## config.mk

```make
export PLATFORM = sky130hd
export DESIGN_NAME = ir_command_transmitter
export DESIGN_NICKNAME = d
export VERILOG_FILES = /design/src/rtl/ir_command_transmitter.sv
export SDC_FILE = /design/constraint.sdc
export NUM_CORES = 1
export LEC_CHECK = 0
export ABC_AREA = 1
export BUFFER_PORTS_ARGS = -buffer_cell sky130_fd_sc_hd__buf_2
export CORE_AREA = 5 5 124 79
export CTS_CLUSTER_SIZE = 40
export DETAILED_ROUTE_END_ITERATION = 6
export DIE_AREA = 0 0 129 84
export PLACE_DENSITY = 0.59
export SYNTH_ARGS = -nofsm -noshare
export SYNTH_HDL_FRONTEND = slang
export SYNTH_SLANG_ARGS = --single-unit
```

## constraint.sdc

```tcl
create_clock -name clock -period 5.24 [get_ports clock]
set_input_delay 1.572 -clock clock [delete_from_list [all_inputs] [get_ports clock]]
set_output_delay 1.572 -clock clock [all_outputs]
set_load 0.03 [all_outputs]
```

## src/rtl/ir_command_transmitter.sv

```systemverilog
// ir_command_transmitter: serialises a 12-bit move command into SIRC-style IR frames on a modulated carrier.
// Build option: define IR_PARITY_EN to append an even-parity 13th bit to every frame.
module ir_command_transmitter #(
  parameter int unsigned UNIT_CYCLES  = 16200,
  parameter int unsigned CARRIER_HALF = 338,
  parameter int unsigned FRAME_CYCLES = 1215000
) (
  input  logic        clock,
  input  logic        reset,
  input  logic        transmit,
  input  logic [11:0] command,
  output logic        ir_out,
  output logic        busy,
  output logic        frame_done,
  output logic [2:0]  state_o
);

  localparam int unsigned SEG_W = $clog2(4 * UNIT_CYCLES);
  localparam int unsigned CAR_W = $clog2(CARRIER_HALF) + 1;
  localparam logic [SEG_W-1:0] START_LAST = SEG_W'(4 * UNIT_CYCLES - 1);
  localparam logic [SEG_W-1:0] ONE_U_LAST = SEG_W'(UNIT_CYCLES - 1);
  localparam logic [SEG_W-1:0] TWO_U_LAST = SEG_W'(2 * UNIT_CYCLES - 1);
  localparam logic [CAR_W-1:0] CAR_LAST   = CAR_W'(CARRIER_HALF - 1);
  localparam logic [20:0]      FRAME_LAST = 21'(FRAME_CYCLES - 1);
`ifdef IR_PARITY_EN
  localparam logic [3:0] LAST_BIT = 4'd12;
`else
  localparam logic [3:0] LAST_BIT = 4'd11;
`endif

  typedef enum logic [2:0] {
    S_IDLE  = 3'd0,
    S_START = 3'd1,
    S_SPACE = 3'd2,
    S_MARK  = 3'd3,
    S_GAP   = 3'd4
  } state_t;

  state_t           state_q, state_d;
  logic [SEG_W-1:0] seg_q, seg_d, seg_last;
  logic [CAR_W-1:0] car_q, car_d;
  logic             carrier_q, carrier_d;
  logic [20:0]      frame_q, frame_d;
  logic [3:0]       bit_q, bit_d;
  logic [11:0]      cmd_q, cmd_d;
  logic [15:0]      bits_ext;
  logic             cur_bit, seg_done, last_bit, frame_end;
  logic             start_frame, mark_onset;

  // Bit 12 (when present) is the even parity of the latched command.
`ifdef IR_PARITY_EN
  assign bits_ext = {3'b000, ^cmd_q, cmd_q};
`else
  assign bits_ext = {4'b0000, cmd_q};
`endif

  assign cur_bit   = bits_ext[bit_q];
  assign last_bit  = (bit_q == LAST_BIT);
  assign frame_end = (frame_q == FRAME_LAST);

  always_comb begin
    seg_last = ONE_U_LAST;
    case (state_q)
      S_START: seg_last = START_LAST;
      S_MARK:  seg_last = cur_bit ? TWO_U_LAST : ONE_U_LAST;
      default: seg_last = ONE_U_LAST;
    endcase
  end

  assign seg_done = (seg_q == seg_last);

  always_ff @(posedge clock) begin
    if (reset) state_q <= S_IDLE;
    else       state_q <= state_d;
  end

  // transmit is a plain level: sampled in IDLE and again only when the frame slot ends.
  always_comb begin
    state_d = state_q;
    case (state_q)
      S_IDLE:  if (transmit) state_d = S_START;
      S_START: if (seg_done) state_d = S_SPACE;
      S_SPACE: if (seg_done) state_d = S_MARK;
      S_MARK:  if (seg_done) state_d = last_bit ? S_GAP : S_SPACE;
      S_GAP:   if (frame_end) state_d = transmit ? S_START : S_IDLE;
      default: state_d = S_IDLE;
    endcase
  end

  always_comb begin
    busy       = (state_q != S_IDLE);
    ir_out     = ((state_q == S_START) || (state_q == S_MARK)) && carrier_q;
    frame_done = (state_q == S_MARK) && seg_done && last_bit;
    state_o    = state_q;
  end

  always_comb begin
    start_frame = (state_d == S_START) && (state_q != S_START);
    mark_onset  = start_frame || ((state_q == S_SPACE) && (state_d == S_MARK));

    if ((state_d != state_q) || (state_q == S_IDLE) || (state_q == S_GAP)) seg_d = '0;
    else                                                                  seg_d = seg_q + 1'b1;

    // Carrier phase restarts high at each mark onset.
    if (mark_onset) begin
      car_d     = '0;
      carrier_d = 1'b1;
    end else if ((state_q == S_START) || (state_q == S_MARK)) begin
      if (car_q == CAR_LAST) begin
        car_d     = '0;
        carrier_d = ~carrier_q;
      end else begin
        car_d     = car_q + 1'b1;
        carrier_d = carrier_q;
      end
    end else begin
      car_d     = '0;
      carrier_d = 1'b0;
    end

    if (start_frame || (state_q == S_IDLE)) frame_d = '0;
    else if (!frame_end)                   frame_d = frame_q + 21'd1;
    else                                   frame_d = frame_q;

    if (start_frame)                                      bit_d = 4'd0;
    else if ((state_q == S_MARK) && seg_done && !last_bit) bit_d = bit_q + 4'd1;
    else                                                  bit_d = bit_q;

    cmd_d = start_frame ? command : cmd_q;
  end

  always_ff @(posedge clock) begin
    if (reset) begin
      seg_q     <= '0;
      car_q     <= '0;
      carrier_q <= 1'b0;
      frame_q   <= '0;
      bit_q     <= 4'd0;
      cmd_q     <= 12'd0;
    end else begin
      seg_q     <= seg_d;
      car_q     <= car_d;
      carrier_q <= carrier_d;
      frame_q   <= frame_d;
      bit_q     <= bit_d;
      cmd_q     <= cmd_d;
    end
  end

endmodule

```

# Word-level counts from Yosys, hierarchy flattened
# Index checks and enable logic that the tools add are counted.
# totals
out_inout_bits	6
input_bits	15
elab_cells	60
regBits	67
# op_classes
n_addsub	4
eq_ne	13
order_cmp	1
n_bitwise	2
n_reduce_logical	18
muxes	15
# op_table
op	count
$pmux 16 s2	1
$add 21x1->21 const B	1
$eq 21x21->1 const B	1
$mux 3	6
$add 16x1->16 const B	1
$eq 16x16->1	1
$mux 15	1
$pmux 3 s5	1
$add 10x1->10 const B	1
$eq 10x9->1 const B	1
$eq 3x2->1 const B	3
$eq 3x1->1 const B	2
$logic_and 1x1->1	6
$reduce_or 2->1	3
$logic_or 1x1->1	5
$lt 4x5->1 const B	1
$mux 1	5
$add 4x1->4 const B	1
$bmux 1 s4	1
$eq 4x4->1 const B	1
$reduce_or 4->1	1
$eq 3x3->1 const B	1
$logic_not 3->1	1
$ne 3x1->1 const B	1
other kinds (5)	6

# Longest topological paths before layout
# Gate-level depths: netlist of run 1.
# depth
ltp_word	11
depth_mapped	18
ltp_nobuf	17

# Worst setup path before layout of run 1
# Ideal clock, no wire load.
# synth_path
kind	register -> output
start	register state_q[1] (netlist: state_o[1])
end	output port frame_done
path_slack_ns	1.742
required_ns	3.668
n_path_buf	0
path_stages_with_launch	9
arrival_time_ns	1.926
cell_sequence	dfxtp_1 -> clkinv_1 -> nor3_2 -> a21oi_1 -> nor2_2 -> nand2_2 -> inv_1 -> nand3_1 -> nor2_1
# synth_between
elab_chain_len	5
word_cells_on_any_way	6
classes_between	3 x eq/ne; 1 x mux; 2 x reduce/logical
# synth_lines
item	line	source
from (decl)	39	state_t state_q, state_d;
from (signal assigned)	74	else state_q <= state_d;
$eq 3x2->1 / $eq 3x1->1 (equally long branches)	63, 93	
$pmux 16 s2	63	case (state_q)
$eq 16x16->1	70	assign seg_done = (seg_q == seg_last);
$logic_and 1x1->1 * (2 in a row)	93	frame_done = (state_q == S_MARK) && seg_done && last_bit;
to (decl)	14	output logic frame_done,
# Every way passes the cells marked *; elsewhere a longest branch is shown, timed or not.

# Worst setup path after layout of run 1
# layout_path
start	register seg_q[0]
end	output port frame_done
# layout_between
elab_chain_len	3
# layout_lines
item	line	source
from (decl)	40	logic [SEG_W-1:0] seg_q, seg_d, seg_last;
from (signal assigned)	141	seg_q <= seg_d;
$eq 16x16->1	70	
$logic_and 1x1->1 (2 in a row)	93	
# No other way between the ends.

==> key figures, run 1 <==
Outcome
  – Status: finished, final reports clean

Synth
  – Post-synth net total: 465
  – Synth Instances: approximately 450
  – Post-Syn Area: 0.00329 mm²
  – Register area share after synthesis: 40.7%
  – Flops & latches, synth: between 60 and 70
  – Synth Flop Type: dfxtp_1
  – Count of different cell masters after synthesis: 39
  – Adder-Cell Fraction of Synth Area: 1.90%
  – Number of synthesized flops with an enable pin: 0
  – Post-synthesis mux area share: less than 1%
  – Yosys warns: 0
  – Synth Area in Compound Gates: about 6.6%
  – Avg Cell Area, Syn: about 7.4 µm²
  – FFs w/ async S/R, synth: 0%
  – XOR/XNOR share of the synthesized area: around 7.4%
  – Synth Area in Simple Gates: between 30% and 40%
  – Largest family of logic cells by synthesized area: simple AND/OR/NAND/NOR gates

GRT
  – First-pass GRT wire length: roughly 11000 µm
  – GR Overflow Total: 0
  – Vias in the first global route: about 2600
  – Largest net degree at the start of global routing: 24
  – Total Routing Usage GR: 13.0%
  – Initial antenna violation count: 0

Floorplan
  – Core area: ~0.0087 mm²
  – Initial core utilization: between 30% and 40%
  – Row cnt: 27
  – Die span in x: around 130 µm
  – Ports: 21
  – Full die area: approximately 0.011 mm²
  – Die height: between 80 and 90 µm

Cells and area
  – FF/Latch Area: ~0.0013 mm²
  – # nets final: roughly 490
  – Fill cells: around 900
  – Syn-to-layout area delta: 16.3%
  – Fraction of layout cells with a size suffix above 1: between 15 and 20%
  – Ant diodes: 0
  – Multi-input logic area: between 0.0015 and 0.002 mm²

Power and ir drop
  – Power Dens Cells: around 330 mW/mm²
  – Static Leak: roughly 1.5 nW
  – Peak supply drop: about 0.16 mV

Drt
  – Post-DRT Antenna Nets: 0
  – Via count: roughly 2700
  – Residual DRC: 0
  – Starting DRC count in detailed routing: 101
  – Wire per inst: 11.0 µm
  – DRT Pass-1 Iters: 4
  – Final WL: roughly 6500 µm
  – Via density: roughly 4.6

CTS
  – # hold bufs at CTS: 0
  – Root Driver: clkbuf_16
  – Num CTS Buffers: 9
  – Post-CTS sizing: 0
  – TritonCTS Sinks: between 60 and 70
  – Clock tree buffer depth: 2
  – Worst-Skew Late Latency: between 300 and 400 ps
  – Post-CTS Setup Inserts: 0
  – Clock transition at path regs: ~50 ps
  – H-tree depth: 3
  – CTS tree: built

Worst hold path
  – Hold Crit Depth: 1
  – Worst Hold Class: flop to flop

Setup path
  – Largest stage delay, worst path: around 350 ps
  – Worst-path cell chain: ha_1 -> nand2_1 -> nor4_1 -> nand2_1 -> nor2_1 -> nand2_1 -> nor2_2 -> nand2_2 -> inv_1 -> nand3_1 -> nor2_1 -> buf_2
  – Max FO, Critical Path: 4
  – Critical Path AT: about 2200 ps
  – CP startpoint kind: flop
  – Crit path required time: ~3700 ps
  – Worst r2r path cells: 10
  – Worst path most repeated cell: nand2_1
  – CP max-delay cell: dfxtp_1
  – CP endpoint kind: output port
  – Critical path class: flop to output port

Job
  – Max-cap violations: 0

STA
  – Max Fclk: ~0.26 GHz
  – Max Clock Skew: around 5.2 ps
  – Final hold violations: 0
  – Count of final setup violators: 0
  – Final Cycle Share: between 70% and 80%
  – Slew HR: around half
  – Final Critical Period: approximately 3800 ps
  – Setup_tns: 0 ps
  – Worst-margin pin slew: between 700 and 800 ps
  – RSZ-0062 raised after global routing: false
  – Slew Viols, Final: 0
  – WHS: about 440 ps

Place
  – HPWL Detailed: between 4000 and 5000 µm
  – GP Congestion: ~0.78
  – Port bufs: 20
synthesized netlist by cell type (2+ instances only):
master    number  share of area (%)
ha_1           5                1.9
nand2_2        5               0.95
clkbuf_1       2               0.23
nand2_1       69                7.9
nand4_1        8                1.5
nor2_1        71                8.1
nor2_2        18                3.4
nand3_1       23                3.5
xor2_1        20                5.3
o21ai_1        3               0.46
nor4_1         6                1.1
buf_4          2               0.46
nor3b_1        5                1.1
o21ai_0       16                2.4
nor3_2         2               0.61
nor3_1        10                1.5
inv_1         58                6.6
a21oi_1       19                2.9
buf_6          2               0.68
xnor2_1        8                2.1
nand3b_1       2               0.46
or2_2          3               0.57
nand3_2        3               0.91
dfxtp_1       67                 41
inv_2          4               0.46
cell usage in the layout (no fill, tap or decap), drive strengths merged:
| cell type | n |
|---|---|
| nor2 | 90 |
| nand2 | 74 |
| dfxtp | 67 |
| inv | 63 |
| nand3 | 27 |
| xor2 | 20 |
| buf | 20 |
| a21oi | 19 |
| o21ai | 19 |
| nor3 | 13 |
| clkbuf | 9 |
| nand4 | 9 |
| xnor2 | 8 |
| nor4 | 7 |
| nor3b | 5 |
| ha | 5 |
| clkinv | 4 |
| or2 | 3 |
| bufinv | 3 |
| nand3b | 2 |
| a31oi | 1 |
| o31ai | 1 |
| and2 | 1 |
| a211oi | 1 |
| and3 | 1 |
| mux2i | 1 |
| clkinvlp | 1 |
per-stage QoR:
| stage | instance area [µm²] | total power, mW | instances | util, % | worst slack, ps |
|---|---|---|---|---|---|
| floorplan | 3290 | 0.580 | 445 | - | 1740 |
| global placement | 3490 | 0.594 | 574 | 40.0 | 1860 |
| detailed placement | 3490 | 0.595 | 574 | 40.0 | 1810 |
| CTS | 3830 | 1.29 | 590 | 44.0 | 1430 |
| global route | 3830 | 1.32 | 590 | 44.0 | 1170 |
| finish | 3830 | 1.27 | 590 | 44.0 | 1460 |
worst max-delay path: cells and delay by family (launching register included):
family | cells | cell delay [ps]
buffers and inverters | 2 | 260
adder cells (fa/ha/maj) | 1 | 190
flip-flops | 1 | 350
AND/OR/NAND/NOR | 9 | 1100
per-layer routing:
| layer | wire length, µm | part of all wire (%) | GRT usage [%] | vias up |
|---|---|---|---|---|
| li1 | - | - | - | 1456 |
| met1 | 3340 | 52 | 16.7 | 1198 |
| met2 | 2750 | 42 | 19.5 | 36 |
| met3 | 306 | 4.7 | 4.73 | 8 |
| met4 | 89 | 1.4 | 5.43 | 0 |
| met5 | 0 | 0 | 0 | - |
kinds of logic after synthesis:
kind of cell / Yosys count
muxes: 1
xor gates and xnor gates: 28
buffers and inverters: 71
DFF: 67
and+or+nand+nor: 232
adders and majority gates: 5
AOI/OAI and AO/OA: 41
where the power goes:
group          switching, mW  total (mW)  internal [mW]  leakage (nW)
clock                  0.224       0.687          0.463         0.165
sequential           0.00609       0.527          0.521         0.543
combinational         0.0385      0.0568         0.0182         0.755
sequential cells by signal, summed over array words and instances (netlist names):
signal     count
frame_q       21
seg_q         16
cmd_q         12
car_q         10
bit_q          4
state_o        3
carrier_q      1
final timing paths:
path	end	slack, ps	startpoint
worst min register to register	seg_q[0]$_SDFF_PP0_	440	seg_q[0]$_SDFF_PP0_
worst max-delay path	frame_done	1460	seg_q[0]$_SDFF_PP0_
worst min-delay path	seg_q[0]$_SDFF_PP0_	440	seg_q[0]$_SDFF_PP0_
worst max register to register	frame_q[15]$_SDFFE_PP0N_	2530	frame_q[0]$_SDFFE_PP0N_
area by class of cell:
type | count | share of cell area (%)
clock buffer | 9 | 5.88
clock inverter | 7 | 3.04
inverter | 64 | 6.34
multi-input combinational | 307 | 43.3
sequential | 67 | 35.0
tap | 116 | 3.79
timing repair buffer | 20 | 2.61
Note: power is estimated with default switching activity, not from simulation.
==> run 2, diff against run 1 <==
clock period = 3.5 ns   (was 5.24 ns; I/O delays follow)
==> key figures, run 2 (synthesized netlist as in run 1, its figures left out) <==
Outcome
  – Status: finished, final reports clean

Setup path
  – Family with the most delay on the worst path: simple AND/OR/NAND/NOR gates
  – Reg2reg end: frame_q[5]$_SDFFE_PP0N_
  – Worst r2r path cells: 10 (unchanged)
  – Flop-to-flop setup slack: 830 ps (-1700 ps)
  – RR Startpoint: frame_q[0]$_SDFFE_PP0N_
  – Worst-path cell chain: ha_1 -> nand2_1 -> nor4_1 -> nand2_1 -> nor2_1 -> nand2_1 -> nor2_2 -> nand2_2 -> inv_1 -> nand3_1 -> nor2_1 -> buf_2
  – Max FO, Critical Path: 4 (unchanged)
  – CP endpoint kind: output port
  – Worst path most repeated cell: nand2_1
  – CP startpoint kind: flop
  – Crit path required time: 2450 ps (-1220 ps)
  – Critical path class: flop to output port
  – CP max-delay cell: dfxtp_1
  – Largest stage delay, worst path: 340 ps (about the same)
  – Worst path buffer plus inverter count: 2 (unchanged)
  – Critical Path AT: 2200 ps (about the same)

Cells and area
  – Multi-input logic area: 0.00166 mm² (unchanged)
  – # nets final: 489 (unchanged)
  – Fill cells: 887 (-1.1%)
  – Largest register FFs: 21 (unchanged)
  – Syn-to-layout area delta: 14.4%
  – Biggest registers after layout: frame_q (21), seg_q (16), cmd_q (12)
  – FF/Latch Area: 0.00134 mm² (about the same)
  – Commonest cells after routing, fill and taps aside: 71 x nor2_1, 69 x nand2_1, 66 x dfxtp_1, 58 x inv_1, 23 x nand3_1
  – Ant diodes: 0 (unchanged)
  – Fraction of layout cells with a size suffix above 1: 15.9% (-0.60 points)
  – Commonest non-fill, non-tap cell in the layout: nor2_1
  – Largest reg by FF count: frame_q

Drt
  – Wire per inst: 10.8 µm (-1.4%)
  – Starting DRC count in detailed routing: 131 (+30%)
  – Met2 wire length: 2660 µm (-3.2%)
  – Via count: 2690 (-0.30%)
  – Met3 wire length: 334 µm (+9.2%)
  – Via density: 4.57 (-0.13%)
  – DRT Pass-1 Iters: 4 (unchanged)
  – Top Metal Used: met4
  – Post-DRT Antenna Nets: 0 (unchanged)
  – M1 WL: 3270 µm (-2.1%)
  – Final WL: 6390 µm (-1.5%)
  – Residual DRC: 0 (unchanged)

Floorplan
  – Full die area: 0.0108 mm² (unchanged)
  – Core area: 0.00872 mm² (unchanged)
  – Ports: 21 (unchanged)
  – Die span in x: 129 µm (unchanged)
  – Row cnt: 27 (unchanged)
  – Initial core utilization: 37.8% (unchanged)
  – Die height: 84 µm (unchanged)

STA
  – Worst-margin pin slew: 716 ps (-3.94 ps)
  – Count of final setup violators: 0 (unchanged)
  – Final hold violations: 0 (unchanged)
  – Final Critical Period: approximately 3200 ps
  – Setup_tns: 0 ps (unchanged)
  – Max Fclk: around 0.3 GHz
  – RSZ-0062 raised after global routing: false
  – Slew Viols, Final: 0 (unchanged)
  – Slew HR: 52.1% (+0.26 points)
  – Final Cycle Share: roughly 93%
  – WHS: 446 ps (+0.854 ps)
  – Max Clock Skew: 4.13 ps (-1.09 ps)

GRT
  – Total Routing Usage GR: 12.7% (-0.32 points)
  – Largest net degree at the start of global routing: 24 (unchanged)
  – Vias in the first global route: 2479 (-4.3%)
  – Initial antenna violation count: 0 (unchanged)
  – GR Overflow Total: 0 (unchanged)
  – First-pass GRT wire length: 10900 µm (-3.0%)

CTS
  – Root Driver: clkbuf_16
  – # hold bufs at CTS: 0 (unchanged)
  – Post-CTS sizing: 0 (unchanged)
  – Clock tree buffer depth: 2 (unchanged)
  – Post-CTS Setup Inserts: 0 (unchanged)
  – CTS tree: built
  – Clock transition at path regs: 50 ps (about the same)
  – TritonCTS Sinks: 67 (unchanged)
  – Worst-Skew Late Latency: 330 ps (about the same)
  – Num CTS Buffers: 9 (unchanged)
  – H-tree depth: 3 (unchanged)

Place
  – Port bufs: 20 (unchanged)
  – HPWL Detailed: 4700 µm (-1.1%)
  – GP Congestion: 0.784 (about the same)

Worst hold path
  – Worst Hold Class: flop to flop
  – Hold Startpoint: seg_q[0]$_SDFF_PP0_
  – Hold endpoint: seg_q[0]$_SDFF_PP0_
  – Hold Crit Depth: 1 (unchanged)

Job
  – Max-cap violations: 0 (unchanged)

Power and ir drop
  – Peak supply drop: 0.242 mV (+50%)
  – Power Dens Cells: 459 mW/mm² (+38%)
  – Static Leak: 1.44 nW (-1.9%)
## run 2: cell count changes in the layout (fill, tap and decap cells not counted), sizes merged
| cell | previous run | this run |
|---|---|---|
| clkbuf | 9 | 12 |
| clkinv | 4 | 3 |
| bufinv | 3 | 1 |
| clkinvlp | 1 | 0 |
## run 2: worst max-delay path by stage
stage                             to  cells past startpoint             startpoint
final                     frame_done                     12    seg_q[0]$_SDFF_PP0_
after global routing      frame_done                     12    seg_q[0]$_SDFF_PP0_
after CTS                 frame_done                     12    seg_q[0]$_SDFF_PP0_
after detailed placement  frame_done                     12    seg_q[0]$_SDFF_PP0_
after global placement    frame_done                     13  bit_q[0]$_SDFFE_PP0P_
after floorplan           frame_done                      8  state_o[1]$_SDFF_PP0_
## run 2: worst reg2reg max path, cell delays in order (launching register included)
cell     delay [ps]
dfxtp_1         390
ha_1            270
nand2_1          80
nor3_1          130
nand3_1         250
nand2_1         180
nand2_2         240
inv_1           250
nor2_1           80
nand2_1         540
nor3b_1         130
## run 2: per-stage QoR
| step | cells | util, % | power, mW | instance area [µm²] | worst slack (ps) |
|---|---|---|---|---|---|
| 2_1_floorplan | 445 | - | 0.868 | 3290 | 524 |
| 3_3_place_gp | 574 | 40.0 | 0.890 | 3490 | 643 |
| 3_5_place_dp | 574 | 40.0 | 0.891 | 3490 | 592 |
| 4_1_cts | 589 | 43.2 | 1.76 | 3770 | 221 |
| 5_1_grt | 589 | 43.2 | 1.80 | 3770 | 34.2 |
| 6_report | 589 | 43.2 | 1.73 | 3770 | 250 |
## run 2: layer usage
layer	up-vias	global-route usage, %
li1	1455	-
met1	1189	16.3
met2	34	18.8
met3	12	5.31
met4	0	4.77
met5	-	0
## run 2: layout make-up
type / count / area share (%)
inverter: 64 / 6.44
tap: 116 / 3.85
multi-input combinational: 307 / 44.1
clock inverter: 3 / 1.06
clock buffer: 12 / 6.28
sequential: 67 / 35.6
timing repair buffer: 20 / 2.66
## run 2: power breakdown
part	internal, mW	switching, mW	leakage, nW	total, mW
Clock	0.545	0.310	0.136	0.855
Combinational	0.0273	0.0572	0.755	0.0845
Sequential	0.781	0.00878	0.544	0.789
Total	1.35	0.376	1.44	1.73
